$ cat config.mk
export PLATFORM = sky130hd
export DESIGN_NAME = disp_reg_mirror_flat
export DESIGN_NICKNAME = d
export VERILOG_FILES = /design/src/rtl/disp_reg_mirror_if.sv /design/src/rtl/disp_reg_mirror.sv /design/src/flat_wrapper.sv
export SDC_FILE = /design/constraint.sdc
export NUM_CORES = 1
export LEC_CHECK = 0
export BUFFER_PORTS_ARGS = -buffer_cell sky130_fd_sc_hd__buf_2
export CAP_MARGIN = 10
export CORE_AREA = 2 2 149 151
export CTS_BUF_LIST = sky130_fd_sc_hd__clkbuf_2 sky130_fd_sc_hd__clkbuf_4 sky130_fd_sc_hd__clkbuf_8
export CTS_CLUSTER_DIAMETER = 100
export CTS_CLUSTER_SIZE = 12
export DETAILED_ROUTE_END_ITERATION = 7
export DIE_AREA = 0 0 151 153
export GPL_TIMING_DRIVEN = 0
export PLACE_DENSITY_LB_ADDON = 0.15
export SYNTH_ARGS = -nofsm -noshare
export SYNTH_HDL_FRONTEND = slang
export SYNTH_SLANG_ARGS = --single-unit
export TNS_END_PERCENT = 100
$ cat constraint.sdc
create_clock -name clk -period 4.8 [get_ports clk]
set_clock_uncertainty 0.05 [all_clocks]
set_input_delay 0.48 -clock clk [delete_from_list [all_inputs] [get_ports clk]]
set_output_delay 0.48 -clock clk [all_outputs]
set_load 0.01 [all_outputs]
$ cat src/rtl/disp_reg_mirror_if.sv
// Register-file write snoop bus: strobe, destination index and data.
interface disp_reg_mirror_if;
    logic        we;
    logic [2:0]  waddr;
    logic [15:0] wdata;

    modport master (output we, output waddr, output wdata);
    modport slave  (input  we, input  waddr, input  wdata);
endinterface

$ cat src/rtl/disp_reg_mirror.sv
// Shadow copies of eight register-file entries for the seven-segment display,
// with a freeze mode that buffers writes, plus the display scan-clock prescaler.
module disp_reg_mirror #(
    parameter int unsigned DIV = 25000
) (
    input  logic                     clk,
    input  logic                     rst_n,
    disp_reg_mirror_if.slave         wr,
    input  logic                     freeze,
    input  logic                     clr,
    output logic [15:0]              reg_0,
    output logic [15:0]              reg_1,
    output logic [15:0]              reg_2,
    output logic [15:0]              reg_3,
    output logic [15:0]              reg_4,
    output logic [15:0]              reg_5,
    output logic [15:0]              reg_6,
    output logic [15:0]              reg_7,
    output logic [7:0]               pending,
    output logic                     sl_clk
);

    localparam int unsigned CntW = (DIV > 1) ? $clog2(DIV) : 1;
    localparam logic [CntW-1:0] CntMax = CntW'(DIV - 1);

    logic [15:0]     r_shadow [8];
    logic [15:0]     r_pend   [8];
    logic [7:0]      r_pending;
    logic [CntW-1:0] r_cnt;
    logic            r_sl_clk;

    // Shadow/pending update: clear beats freeze buffering beats live write.
    always_ff @(posedge clk or negedge rst_n) begin
        if (!rst_n) begin
            for (int n = 0; n < 8; n++) begin
                r_shadow[n] <= 16'h0000;
                r_pend[n]   <= 16'h0000;
            end
            r_pending <= 8'h00;
        end else if (clr) begin
            for (int n = 0; n < 8; n++) begin
                r_shadow[n] <= 16'h0000;
                r_pend[n]   <= 16'h0000;
            end
            r_pending <= 8'h00;
        end else if (freeze) begin
            if (wr.we) begin
                r_pend[wr.waddr]    <= wr.wdata;
                r_pending[wr.waddr] <= 1'b1;
            end
        end else begin
            // Commit all buffered entries atomically; a live write issued
            // later in this block overrides a commit to the same register.
            for (int n = 0; n < 8; n++) begin
                if (r_pending[n]) begin
                    r_shadow[n] <= r_pend[n];
                end
            end
            if (wr.we) begin
                r_shadow[wr.waddr] <= wr.wdata;
            end
            r_pending <= 8'h00;
        end
    end

    // Free-running prescaler; sl_clk toggles each time the count wraps.
    always_ff @(posedge clk or negedge rst_n) begin
        if (!rst_n) begin
            r_cnt    <= '0;
            r_sl_clk <= 1'b0;
        end else if (r_cnt == CntMax) begin
            r_cnt    <= '0;
            r_sl_clk <= ~r_sl_clk;
        end else begin
            r_cnt <= r_cnt + CntW'(1);
        end
    end

    assign reg_0   = r_shadow[0];
    assign reg_1   = r_shadow[1];
    assign reg_2   = r_shadow[2];
    assign reg_3   = r_shadow[3];
    assign reg_4   = r_shadow[4];
    assign reg_5   = r_shadow[5];
    assign reg_6   = r_shadow[6];
    assign reg_7   = r_shadow[7];
    assign pending = r_pending;
    assign sl_clk  = r_sl_clk;

endmodule

$ cat src/flat_wrapper.sv
// flat-port wrapper written by rule: the top's interface ports become plain ports
module disp_reg_mirror_flat 
#(
    parameter int unsigned DIV = 25000
)
  (clk, rst_n, freeze, clr, reg_0, reg_1, reg_2, reg_3, reg_4, reg_5, reg_6, reg_7, pending, sl_clk, wr_we, wr_waddr, wr_wdata);
  disp_reg_mirror_if wr_i ();
  input  logic clk;
  input  logic rst_n;
  input  logic freeze;
  input  logic clr;
  output logic [15:0] reg_0;
  output logic [15:0] reg_1;
  output logic [15:0] reg_2;
  output logic [15:0] reg_3;
  output logic [15:0] reg_4;
  output logic [15:0] reg_5;
  output logic [15:0] reg_6;
  output logic [15:0] reg_7;
  output logic [7:0] pending;
  output logic sl_clk;
  input wire logic [$bits(wr_i.we)-1:0] wr_we;
  input wire logic [$bits(wr_i.waddr)-1:0] wr_waddr;
  input wire logic [$bits(wr_i.wdata)-1:0] wr_wdata;
  assign wr_i.we = wr_we;
  assign wr_i.waddr = wr_waddr;
  assign wr_i.wdata = wr_wdata;
  disp_reg_mirror #(.DIV(DIV)) u_core (.clk(clk), .rst_n(rst_n), .wr(wr_i), .freeze(freeze), .clr(clr), .reg_0(reg_0), .reg_1(reg_1), .reg_2(reg_2), .reg_3(reg_3), .reg_4(reg_4), .reg_5(reg_5), .reg_6(reg_6), .reg_7(reg_7), .pending(pending), .sl_clk(sl_clk));
endmodule
==> impl_results.md <==
* Area Growth Syn to Fin at 13.04%
* Final Wtd Congestion at 0.8698
* Clk sink count at 280
* Synth area leader: dfrtp_1
* R2r startpoint: u_core.pending[5]
* I/O pins at 161
* Fin worst setup slack at 2.423 ns
* Synthesized flop and latch total at 280
* Cell count after synthesis at 1155
* Top delay family on crit path: buffers and inverters
* Std cell rows at 54
* Critical path's slowest cell: clkbuf_1
* Post-synth ARST share at 100.0%
* Max clock buf depth at 3
* DIE AREA at 0.02310 sq mm
* Post-CTS resize count at 0
* Worst slack, placed at 1.938 ns
* Worst EP arrival at 2.77 ns
* CP Launch Type: input pin
* Total Wirelength at 35780 um
* Post-synthesis sequential area ratio at 56.96%
* Peak VDD IR at 224.1 uV
* Unrepaired setup endpoints after global routing: false
* Crit. path cell count at 7
* Routed Antenna Nets at 0
* Slew Viols, Final at 0
* Die width at 151 um
* Slew HR at 34.79%
* Cells taking the most area after synthesis: dfrtp_1 (57%), a22o_1 (8.9%), a211oi_1 (7.8%)
* Layout cell share with drive strength beyond 1 at 16.43%
* Die H at 153 um
* Buffers & Inverters on Critical Path at 4
* Critical path's largest stage delay at 0.75 ns
* Crit path launch: freeze
* Clock transition at the registers of the reported paths at 0.08 ns
* Setup crit end: u_core.r_pend[26]
* RR Endpoint: u_core.reg_5[7]
* H-tree depth at 1
* Hold Fails Final Rpt at 0
* Commonest non-fill, non-tap cells in the layout: dfrtp_1 (280), buf_2 (173), nor2_1 (155)
* Syn Area/Cell at 10.65 sq um
* Initial DRC Count at 768
* Mapped Nets at 1180
* Distinct cells, synth at 39
* Min-Delay Path Class: in -> async
* Top cell type's share of synthesized area at 56.96%
* CTS tree: built
* DPL Wire Length at 24060 um
* Initial core utilization at 57.26%
* Initial antenna violation count at 1
* Drt drc at 0
* Crit Path Class: in -> reg
* Commonest non-fill, non-tap cell in the layout: dfrtp_1
* DR vias at 10.18k
* Final cycle utilization of the critical path at 49.52%
* Drt pass-1 iters at 5
* Max Cap Viol at 0
* Status: finished clean
* P per Cell Area at 294.9 mW/mm^2
* Fmax at 0.4207 GHz
* Worst r2r path cells at 6
* CP dominant cell by count: clkbuf_1
* Leak at 6.292 nW
* Vias per cell at 6.260
* Gr usage total at 31.00%
* R2R Setup Slk at 2.58 ns
* Final hold slack at 0.3395 ns
* Finished Core Util at 64.72%
* CP max FO at 10
* Ys Warns at 0
* Gr ovfl total at 0
* Root Buffer: clkbuf_8
* Worst Path Required at 5.20 ns
* Non-Filler Instances at 1626
* Mapped cell area at 0.01230 sq mm
* WL/cell at 22.01 um
* Pin count of the biggest net entering global routing at 125
* Slew @ Worst Pin at 0.9782 ns
* Core ar. at 0.02149 sq mm
* Element type at the critical path end: flip-flop
* Synth Flop Type: dfrtp_1
* NumNets Final at 1371
* Clk_lat worst skew at 0.56 ns
* Worst-path cell chain: buf_2, nand2b_1, clkbuf_1, clkbuf_1, nor2_1, clkbuf_1, a22o_1
* Vias in the first global route at 9704
* First-pass GRT wire length at 55120 um
* Final setup fails at 0
* # placed instances at 1596
* PortBufs at 159
* CTS Buf Count at 27
* Min Tclk post-route at 2.377 ns
* Post-synth EDFFs at 0
-- per-layer routing --
metal / share of wire [%] / global-route usage, %
met1: 42 / 44.72
met2: 44 / 46.58
met3: 8.5 / 5.134
met4: 4.9 / 13.66
met5: 0 / 0
-- through the flow --
stage / total power [mW] / setup TNS, ns / area (sq um)
floorplan: 2.664 / 0 / 12300
global placement: 2.859 / -506.91 / 13450
detailed placement: 2.873 / 0 / 13510
CTS: 4.111 / 0 / 13900
global route: 4.237 / 0 / 13910
finish: 4.101 / 0 / 13910
-- worst min-delay path by stage --
stage	end	slack (ns)
after floorplan	u_core.pending[0]	0.13
after global placement	u_core.sl_clk	0.40
after detailed placement	u_core.reg_1[8]	0.33
after CTS	u_core.reg_3[15]	0.31
after global routing	u_core.reg_0[0]	0.34
final	u_core.reg_1[8]	0.34
-- worst register-to-register path, delay by kind of cell, from the launching register on --
family	cells	cell delay, ns
flip-flops	1	0.40
AO/OA/AOI/OAI	2	0.85
AND/OR/NAND/NOR	1	0.06
buffers and inverters	3	0.77
-- synth_stat cells (all sizes together) (2+ instances only) --
| cell type | number |
|---|---|
| nand4bb | 3 |
| nand3 | 9 |
| nand4 | 4 |
| o21ai | 131 |
| nor4 | 3 |
| nor2 | 156 |
| a22o | 125 |
| clkbuf | 91 |
| buf | 28 |
| dfrtp | 280 |
| xor2 | 7 |
| and4 | 2 |
| nand3b | 80 |
| nand4b | 3 |
| nand2b | 2 |
| a211oi | 128 |
| xnor2 | 6 |
| nand2 | 4 |
| or3 | 48 |
| a21oi | 23 |
| inv | 12 |
-- state kept, by name, summed over array words and instances (netlist names) --
register,count
u_core.pending,8
u_core.r_cnt,15
u_core.r_pend,128
u_core.reg_0,16
u_core.reg_1,16
u_core.reg_2,16
u_core.reg_3,16
u_core.reg_4,16
u_core.reg_5,16
u_core.reg_6,16
u_core.reg_7,16
u_core.sl_clk,1
-- power breakdown --
| part | total [mW] | switching [mW] | internal [mW] |
|---|---|---|---|
| sequential | 2.43 | 0.0270 | 2.40 |
| clock | 1.27 | 0.766 | 0.504 |
| combinational | 0.401 | 0.295 | 0.106 |
-- cells by family after synthesis --
kind of cell    synth area share [%]
simple gates                   14.42
xor+xnor                      0.9256
flops                          56.96
compound gates                 23.26
fa+ha+maj                     0.1017
buf+inv                        4.333
-- layout make-up --
cell class | instances | area (sq um)
Tap cell | 280 | 350.3
Clock inverter | 1 | 8.758
Clock buffer | 27 | 371.6
Timing Repair Buffer | 162 | 870.8
Buffer | 119 | 488.0
Antenna cell | 1 | 2.502
Fill cell | 1784 | 7580
Multi-Input combinational cell | 744 | 4762
Sequential cell | 280 | 7007
Inverter | 12 | 45.04
-- repair_timing --
item | CTS | global route
hold buffers | 1 | 0
setup endpoints to repair | 0 | 0
endpoints found under the hold margin | 43 | 0
buffers inserted | 0 | 0
(Power assumes the default switching activity.)
